File: src/rtl/bp_lce_cmd_burst_buffer.sv
// bp_lce_cmd_burst_buffer
//   Elastic buffer for BedRock LCE command bursts (header + optional data beats).
//   A header FIFO and a data FIFO decouple the network side from the LCE side.
//   Every output, ready included, comes straight from a flop, so there is no
//   combinational path from input to output in either direction.
//   Optional feature macro: BP_LCE_CMD_BUF_PROTOCOL_CHECK_EN (sticky error_o).
module bp_lce_cmd_burst_buffer #(
  parameter int header_width_p = 64,
  parameter int data_width_p   = 64,
  parameter int header_els_p   = 2,
  parameter int data_els_p     = 8,
  parameter int max_beats_p    = 8
) (
  input  logic                      clk_i,
  input  logic                      reset_n_i,
  input  logic [header_width_p-1:0] in_header_i,
  input  logic                      in_header_v_i,
  output logic                      in_header_ready_and_o,
  input  logic                      in_has_data_i,
  input  logic [data_width_p-1:0]   in_data_i,
  input  logic                      in_data_v_i,
  output logic                      in_data_ready_and_o,
  input  logic                      in_last_i,
  output logic [header_width_p-1:0] out_header_o,
  output logic                      out_header_v_o,
  input  logic                      out_header_ready_and_i,
  output logic                      out_has_data_o,
  output logic [data_width_p-1:0]   out_data_o,
  output logic                      out_data_v_o,
  input  logic                      out_data_ready_and_i,
  output logic                      out_last_o,
  output logic                      error_o
);

  localparam int hp_w = (header_els_p > 1) ? $clog2(header_els_p) : 1;
  localparam int dp_w = (data_els_p > 1) ? $clog2(data_els_p) : 1;
  localparam int hc_w = $clog2(header_els_p + 1);
  localparam int dc_w = $clog2(data_els_p + 1);
  localparam int bc_w = $clog2(max_beats_p + 1);

  typedef enum logic {I_HDR = 1'b0, I_DATA = 1'b1} in_state_e;
  typedef enum logic {O_HDR = 1'b0, O_DATA = 1'b1} out_state_e;

  function automatic logic [hp_w-1:0] hptr_inc(input logic [hp_w-1:0] p);
    return (p == hp_w'(header_els_p - 1)) ? '0 : p + hp_w'(1);
  endfunction

  function automatic logic [dp_w-1:0] dptr_inc(input logic [dp_w-1:0] p);
    return (p == dp_w'(data_els_p - 1)) ? '0 : p + dp_w'(1);
  endfunction

  logic [header_width_p:0] hdr_mem_q [header_els_p];
  logic [header_width_p:0] hdr_mem_d [header_els_p];
  logic [data_width_p:0]   dat_mem_q [data_els_p];
  logic [data_width_p:0]   dat_mem_d [data_els_p];
  logic [hp_w-1:0] hdr_wptr_q, hdr_wptr_d, hdr_rptr_q, hdr_rptr_d;
  logic [dp_w-1:0] dat_wptr_q, dat_wptr_d, dat_rptr_q, dat_rptr_d;
  logic [hc_w-1:0] hdr_cnt_q, hdr_cnt_d;
  logic [dc_w-1:0] dat_cnt_q, dat_cnt_d;
  logic [bc_w-1:0] beat_cnt_q, beat_cnt_d;
  in_state_e  in_state_q, in_state_d;
  out_state_e out_state_q, out_state_d;

  logic in_header_ready_q, in_header_ready_d, in_data_ready_q, in_data_ready_d;
  logic out_header_v_q, out_header_v_d, out_data_v_q, out_data_v_d;
  logic out_has_data_q, out_has_data_d, out_last_q, out_last_d;
  logic [header_width_p-1:0] out_header_q, out_header_d;
  logic [data_width_p-1:0]   out_data_q, out_data_d;
  logic hdr_enq, hdr_deq, dat_enq, dat_deq;

  assign hdr_enq = in_header_v_i & in_header_ready_q;
  assign dat_enq = in_data_v_i & in_data_ready_q;
  assign hdr_deq = out_header_v_q & out_header_ready_and_i;
  assign dat_deq = out_data_v_q & out_data_ready_and_i;

  // FIFO storage, pointers and occupancy for both queues.
  always_comb begin
    hdr_mem_d  = hdr_mem_q;
    dat_mem_d  = dat_mem_q;
    hdr_wptr_d = hdr_wptr_q;
    hdr_rptr_d = hdr_rptr_q;
    dat_wptr_d = dat_wptr_q;
    dat_rptr_d = dat_rptr_q;
    if (hdr_enq) begin
      hdr_mem_d[hdr_wptr_q] = {in_has_data_i, in_header_i};
      hdr_wptr_d = hptr_inc(hdr_wptr_q);
    end else begin
      hdr_wptr_d = hdr_wptr_q;
    end
    if (hdr_deq) begin
      hdr_rptr_d = hptr_inc(hdr_rptr_q);
    end else begin
      hdr_rptr_d = hdr_rptr_q;
    end
    if (dat_enq) begin
      dat_mem_d[dat_wptr_q] = {in_last_i, in_data_i};
      dat_wptr_d = dptr_inc(dat_wptr_q);
    end else begin
      dat_wptr_d = dat_wptr_q;
    end
    if (dat_deq) begin
      dat_rptr_d = dptr_inc(dat_rptr_q);
    end else begin
      dat_rptr_d = dat_rptr_q;
    end
    hdr_cnt_d = hdr_cnt_q + hc_w'(hdr_enq) - hc_w'(hdr_deq);
    dat_cnt_d = dat_cnt_q + dc_w'(dat_enq) - dc_w'(dat_deq);
  end

  // Input FSM: accept a header, then its data beats until last.
  always_comb begin
    in_state_d = in_state_q;
    beat_cnt_d = beat_cnt_q;
    case (in_state_q)
      I_HDR: begin
        if (hdr_enq && in_has_data_i) begin
          in_state_d = I_DATA;
          beat_cnt_d = '0;
        end else begin
          in_state_d = I_HDR;
        end
      end
      I_DATA: begin
        if (dat_enq) begin
          // Saturate so an over-long burst cannot wrap the counter.
          beat_cnt_d = (beat_cnt_q == bc_w'(max_beats_p)) ? beat_cnt_q : beat_cnt_q + bc_w'(1);
          in_state_d = in_last_i ? I_HDR : I_DATA;
        end else begin
          in_state_d = I_DATA;
        end
      end
      default: in_state_d = I_HDR;
    endcase
  end

  // Output FSM and next values of every registered output.
  always_comb begin
    out_state_d = out_state_q;
    case (out_state_q)
      O_HDR: begin
        if (hdr_deq && out_has_data_q) out_state_d = O_DATA;
        else                           out_state_d = O_HDR;
      end
      O_DATA: begin
        if (dat_deq && out_last_q) out_state_d = O_HDR;
        else                       out_state_d = O_DATA;
      end
      default: out_state_d = O_HDR;
    endcase
    in_header_ready_d = (in_state_d == I_HDR) && (hdr_cnt_d != hc_w'(header_els_p));
    in_data_ready_d   = (in_state_d == I_DATA) && (dat_cnt_d != dc_w'(data_els_p));
    out_header_v_d    = (out_state_d == O_HDR) && (hdr_cnt_d != '0);
    out_data_v_d      = (out_state_d == O_DATA) && (dat_cnt_d != '0);
    // Reading the next-state memory makes an entry written this edge visible next cycle.
    {out_has_data_d, out_header_d} = hdr_mem_d[hdr_rptr_d];
    {out_last_d, out_data_d}       = dat_mem_d[dat_rptr_d];
  end

  // State and output registers.
  always_ff @(posedge clk_i or negedge reset_n_i) begin
    if (!reset_n_i) begin
      for (int i = 0; i < header_els_p; i++) hdr_mem_q[i] <= '0;
      for (int i = 0; i < data_els_p; i++)   dat_mem_q[i] <= '0;
      hdr_wptr_q        <= '0;
      hdr_rptr_q        <= '0;
      dat_wptr_q        <= '0;
      dat_rptr_q        <= '0;
      hdr_cnt_q         <= '0;
      dat_cnt_q         <= '0;
      beat_cnt_q        <= '0;
      in_state_q        <= I_HDR;
      out_state_q       <= O_HDR;
      in_header_ready_q <= 1'b0;
      in_data_ready_q   <= 1'b0;
      out_header_v_q    <= 1'b0;
      out_data_v_q      <= 1'b0;
      out_has_data_q    <= 1'b0;
      out_last_q        <= 1'b0;
      out_header_q      <= '0;
      out_data_q        <= '0;
    end else begin
      hdr_mem_q         <= hdr_mem_d;
      dat_mem_q         <= dat_mem_d;
      hdr_wptr_q        <= hdr_wptr_d;
      hdr_rptr_q        <= hdr_rptr_d;
      dat_wptr_q        <= dat_wptr_d;
      dat_rptr_q        <= dat_rptr_d;
      hdr_cnt_q         <= hdr_cnt_d;
      dat_cnt_q         <= dat_cnt_d;
      beat_cnt_q        <= beat_cnt_d;
      in_state_q        <= in_state_d;
      out_state_q       <= out_state_d;
      in_header_ready_q <= in_header_ready_d;
      in_data_ready_q   <= in_data_ready_d;
      out_header_v_q    <= out_header_v_d;
      out_data_v_q      <= out_data_v_d;
      out_has_data_q    <= out_has_data_d;
      out_last_q        <= out_last_d;
      out_header_q      <= out_header_d;
      out_data_q        <= out_data_d;
    end
  end

  assign in_header_ready_and_o = in_header_ready_q;
  assign in_data_ready_and_o   = in_data_ready_q;
  assign out_header_v_o        = out_header_v_q;
  assign out_data_v_o          = out_data_v_q;
  assign out_has_data_o        = out_has_data_q;
  assign out_last_o            = out_last_q;
  assign out_header_o          = out_header_q;
  assign out_data_o            = out_data_q;

`ifdef BP_LCE_CMD_BUF_PROTOCOL_CHECK_EN
  logic error_q, error_d;
  logic [dc_w-1:0] dat_free_s;

  assign dat_free_s = dc_w'(data_els_p) - dat_cnt_q;

  // Sticky flag: over-long burst, or a data command accepted without room for a full burst.
  always_comb begin
    error_d = error_q;
    if (dat_enq && !in_last_i && (beat_cnt_q == bc_w'(max_beats_p - 1))) begin
      error_d = 1'b1;
    end else if (hdr_enq && in_has_data_i && (dat_free_s < dc_w'(max_beats_p))) begin
      error_d = 1'b1;
    end else begin
      error_d = error_q;
    end
  end

  // Error register, cleared only by reset.
  always_ff @(posedge clk_i or negedge reset_n_i) begin
    if (!reset_n_i) error_q <= 1'b0;
    else            error_q <= error_d;
  end

  assign error_o = error_q;
`else
  assign error_o = 1'b0;
`endif

endmodule

File: config.mk
export PLATFORM = sky130hd
export DESIGN_NAME = bp_lce_cmd_burst_buffer
export DESIGN_NICKNAME = d
export VERILOG_FILES = /design/src/rtl/bp_lce_cmd_burst_buffer.sv
export SDC_FILE = /design/constraint.sdc
export NUM_CORES = 1
export LEC_CHECK = 0
export CORE_ASPECT_RATIO = 1.25
export CORE_UTILIZATION = 29
export CTS_BUF_LIST = sky130_fd_sc_hd__clkbuf_2 sky130_fd_sc_hd__clkbuf_4 sky130_fd_sc_hd__clkbuf_8
export DETAILED_ROUTE_END_ITERATION = 8
export PLACE_DENSITY = 0.47
export SYNTH_ARGS = -nofsm -noshare
export SYNTH_HDL_FRONTEND = slang
export SYNTH_SLANG_ARGS = --single-unit
export TNS_END_PERCENT = 1
File: constraint.sdc
create_clock -name clk_i -period 2.79 [get_ports clk_i]
set_input_delay 0.6975 -clock clk_i [delete_from_list [all_inputs] [get_ports clk_i]]
set_output_delay 0.6975 -clock clk_i [all_outputs]
set_load 0.02 [all_outputs]
==> run_results.csv <==
group,metric,value,unit
status,status,"finished, final reports clean",
global_route,grt_pass1_vias,28960,
synthesis,synth-edff-count,0,
sta,setup_viol,0,
worst_setup_path,critPathLaunchType,"register",
clock_tree,cts_max_level,4,
drt,drt-pass1-iter-count,5,
drt,drt-initial-drc-count,1626,
clock_tree,clock_tree.root_cell,"clkbuf_8",
power,leakagePower,22.07,nW
placed_design,port_buffers,269,
global_route,grt_pass1_wl,176600,um
floorplanning,ios,271,
drt,drc_errors,0,
worst_setup_path,slowest_stage,"nor4_1",
cells_and_area,stdcell_count,5694,
synthesis,synth.avg_cell_area,10.68,um2
worst_setup_path,crit_chain,"ha_1 > ha_1 > and4_1 > a31oi_4 > buf_12 > buf_4 > a211oi_1 > nor4_1 > buf_4 > o211ai_1",
synthesis,ys_async_sr_fraction,100.0,%
worst_setup_path,crit_end,"out_data_o[17]$_DFF_PN0_",
worst_setup_path,reg2reg_depth,10,
drt,final_antenna_net_count,0,
clock_tree,cts_buffer_depth,3,
job,cap_violations,0,
worst_setup_path,cp_num_buf_inv,3,
worst_setup_path,critical_path_class,"reg -> reg",
floorplanning,die_x,310.1,um
worst_setup_path,crit_start,"dat_rptr_q[0]$_DFF_PN0_",
sta,tns,0,ps
floorplanning,coreArea,117000,um2
sta,tightestPinTransition,625.8,ps
drt,drt-wirelength-per-cell,19.88,um
floorplanning,die_h,387.1,um
synthesis,synth_area,34410,um2
worst_setup_path,critical-path-top-delay-family,"buffers and inverters",
global_route,grt.total_usage,19.17,%
global_route,grt_max_degree,85,
drt,vias_per_cell,4.855,
synthesis,synth_ff_type,"dfrtp_1",
power,power.total,57.60,mW
clock_tree,clk_pin_slew,60,ps
sta,post-route-min-period,2679,ps
worst_setup_path,worst-r2r-setup-slack,110,ps
global_route,grt_overflow_total,0,
worst_setup_path,worstReg2RegStart,"dat_rptr_q[0]$_DFF_PN0_",
cells_and_area,finalNetCount,4172,
sta,hold_viol_final,0,
cells_and_area,stdcell_area,47360,um2
floorplanning,dieArea,120100,um2
power,irDropWorstVdd,0.6845,mV
synthesis,synth_seq_cells,800,
sta,skew,31.73,ps
worst_setup_path,cp.required,3500,ps
synthesis,seq_area_frac_synth,58.18,%
worst_setup_path,cp_data_arrival_time,3390,ps
sta,fmax,373.3,MHz
worst_setup_path,reg2reg_to,"out_data_o[17]$_DFF_PN0_",
floorplanning,placementRows,140,
worst_setup_path,crit_path_max_incr_delay,430,ps
drt,wl,113200,um
placed_design,dp_cells,5442,
power,power_density,1216,nW/um2
worst_setup_path,path_max_fanout,18,
cells_and_area,area_growth,37.63,%
placed_design,placed_area,44250,um2
floorplanning,initial_core_util,29.41,%
clock_tree,cts_tree,"yes",
placed_design,gp_congestion,0.7894,
min_path,hp-class,"in -> async",
synthesis,yosysUniqueCellTypes,45,
sta,timing.slew.headroom,58.28,%
worst_setup_path,cp.depth,10,
global_route,antenna_found_initial,5,
clock_tree,worstSkewPairLatency,860,ps
sta,slew_violations,0,
cells_and_area,nFillCells,11540,
synthesis,syn-num-nets,3369,
clock_tree,cts.sinks,800,
sta,post-route-period-util,96.01,%
synthesis,syn_inst,3222,
worst_setup_path,end_kind,"register",
clock_tree,numCtsBuffers,142,
cells_and_area,drive_gt1_share,27.33,%
drt,vias,27650,
placed_design,hpwlAfterDp,75040,um
synthesis,synth_warnings,0,
sta,grt_setup_unrepaired,"no",
-- state kept, by name, summed over array words and instances, names as in the netlist, 2 cells and up --
register / cells
dat_cnt_q: 4
dat_mem_q: 520
dat_rptr_q: 3
dat_wptr_q: 3
hdr_cnt_q: 2
hdr_mem_q: 130
out_data_o: 64
out_header_o: 64
-- area by class of cell --
| type | count | area [um2] | share of cell area, % |
|---|---|---|---|
| tap | 1562 | 1954 | 4.127 |
| clock inverter | 20 | 222.7 | 0.4703 |
| timing repair buffer | 911 | 8776 | 18.53 |
| sequential | 800 | 20020 | 42.28 |
| multi-input combinational | 2027 | 12980 | 27.40 |
| clock buffer | 227 | 2855 | 6.029 |
| inverter | 143 | 541.8 | 1.144 |
| antenna | 4 | 10.01 | 0.02114 |
-- synthesized netlist by cell type (3+ instances only) --
cell type / instances / area (um2)
nand2_1: 270 / 1013
nor2_1: 264 / 991.0
inv_1: 141 / 529.3
xnor2_1: 5 / 43.79
o211ai_1: 66 / 495.5
mux2i_1: 130 / 1301
buf_1: 20 / 75.07
o21ai_0: 255 / 1276
o22a_1: 65 / 569.3
buf_2: 44 / 220.2
a21oi_1: 133 / 665.6
buf_6: 5 / 56.30
a211oi_1: 131 / 983.4
mux2_2: 209 / 2354
clkbuf_1: 174 / 653.1
buf_4: 9 / 67.56
ha_1: 10 / 125.1
a31oi_1: 3 / 18.77
mux2_1: 54 / 608.1
o21ai_1: 73 / 365.4
nand3_1: 263 / 1316
nor4_1: 65 / 406.6
nand2b_1: 3 / 18.77
dfrtp_1: 800 / 20020
-- worst register-to-register path: cells and delay by family, from the launching register on --
family | cells | cell delay [ps]
adders and majority gates | 2 | 550
AOI/OAI and AO/OA | 3 | 320
buffers and inverters | 3 | 650
DFF | 1 | 400
and+or+nand+nor | 2 | 630
-- cells by family (layout without fill, tap and decap cells) --
family,Yosys count,count (layout),synth area share [%]
xor gates and xnor gates,6,6,0.1527
adders and majority gates,11,11,0.4218
muxes,393,393,12.39
other,1,5,0.01090
AOI/OAI and AO/OA,733,733,12.89
DFF,800,800,58.18
buffers and inverters,395,1301,4.676
and+or+nand+nor,883,883,11.29
-- repair_timing --
| action | in CTS | in global routing |
|---|---|---|
| endpoints found under the hold margin | 50 | 0 |
| setup endpoints to repair | 6 | 2 |
| gates resized for setup | 7 | 2 |
| buffers inserted | 0 | 0 |
| cloned | 0 | 0 |
| hold buffers | 1 | 0 |
-- cell usage in the layout (no fill, tap or decap), types with 4 or more instances in the layout --
cell type / instances
a211oi_1: 131
a21oi_1: 133
buf_12: 101
buf_4: 540
clkbuf_4: 43
clkbuf_8: 184
clkdlybuf4s50_1: 262
clkinv_2: 8
dfrtp_1: 798
diode_2: 4
dlygate4sd2_1: 6
ha_1: 10
inv_1: 140
inv_8: 4
mux2_1: 54
mux2_2: 209
mux2i_1: 130
nand2_1: 267
nand3_1: 260
nor2_1: 262
nor4_1: 63
o211ai_1: 66
o21ai_0: 254
o21ai_1: 73
o22a_1: 65
xnor2_1: 5
-- how the worst min path moves through the flow --
| stage | to | slack [ps] | start | depth (start not counted) |
|---|---|---|---|---|
| 2_1_floorplan | dat_cnt_q[0]$_DFF_PN0_ | 400 | reset_n_i | 0 |
| 6_report | dat_mem_q[232]$_DFF_PN0_ | 350 | reset_n_i | 2 |
| 3_5_place_dp | dat_mem_q[349]$_DFF_PN0_ | 470 | dat_mem_q[349]$_DFF_PN0_ | 2 |
| 5_1_grt | dat_mem_q[232]$_DFF_PN0_ | 320 | reset_n_i | 2 |
| 3_3_place_gp | dat_mem_q[335]$_DFF_PN0_ | 460 | dat_mem_q[335]$_DFF_PN0_ | 2 |
| 4_1_cts | dat_mem_q[232]$_DFF_PN0_ | 270 | reset_n_i | 2 |
-- per-layer routing --
| layer | up-vias | GRT usage (%) | routed length (um) |
|---|---|---|---|
| met1 | 13900 | 23.92 | 49030 |
| met2 | 593 | 32.22 | 55590 |
| met3 | 195 | 4.273 | 5362 |
| li1 | 12960 | - | - |
| met5 | - | 0 | 0 |
| met4 | 0 | 6.834 | 3215 |
-- metrics by stage --
stage / hold WS, ps / setup WS [ps] / util [%]
final: 345.9 / 111.2 / 40.47
after global routing: 321.5 / 22.09 / 40.47
after CTS: 269.5 / 1.960 / 40.45
after detailed placement: 465.9 / -438.4 / 37.82
after global placement: 460.4 / -451.5 / 37.82
after floorplan: 401.9 / 317.9 / -
-- report_power, final --
part	internal (mW)	switching [mW]
sequential	17.0	1.51
combinational	12.3	15.0
clock	6.76	5.09
total	36.0	21.6
Power figures use the tool's default switching activity.
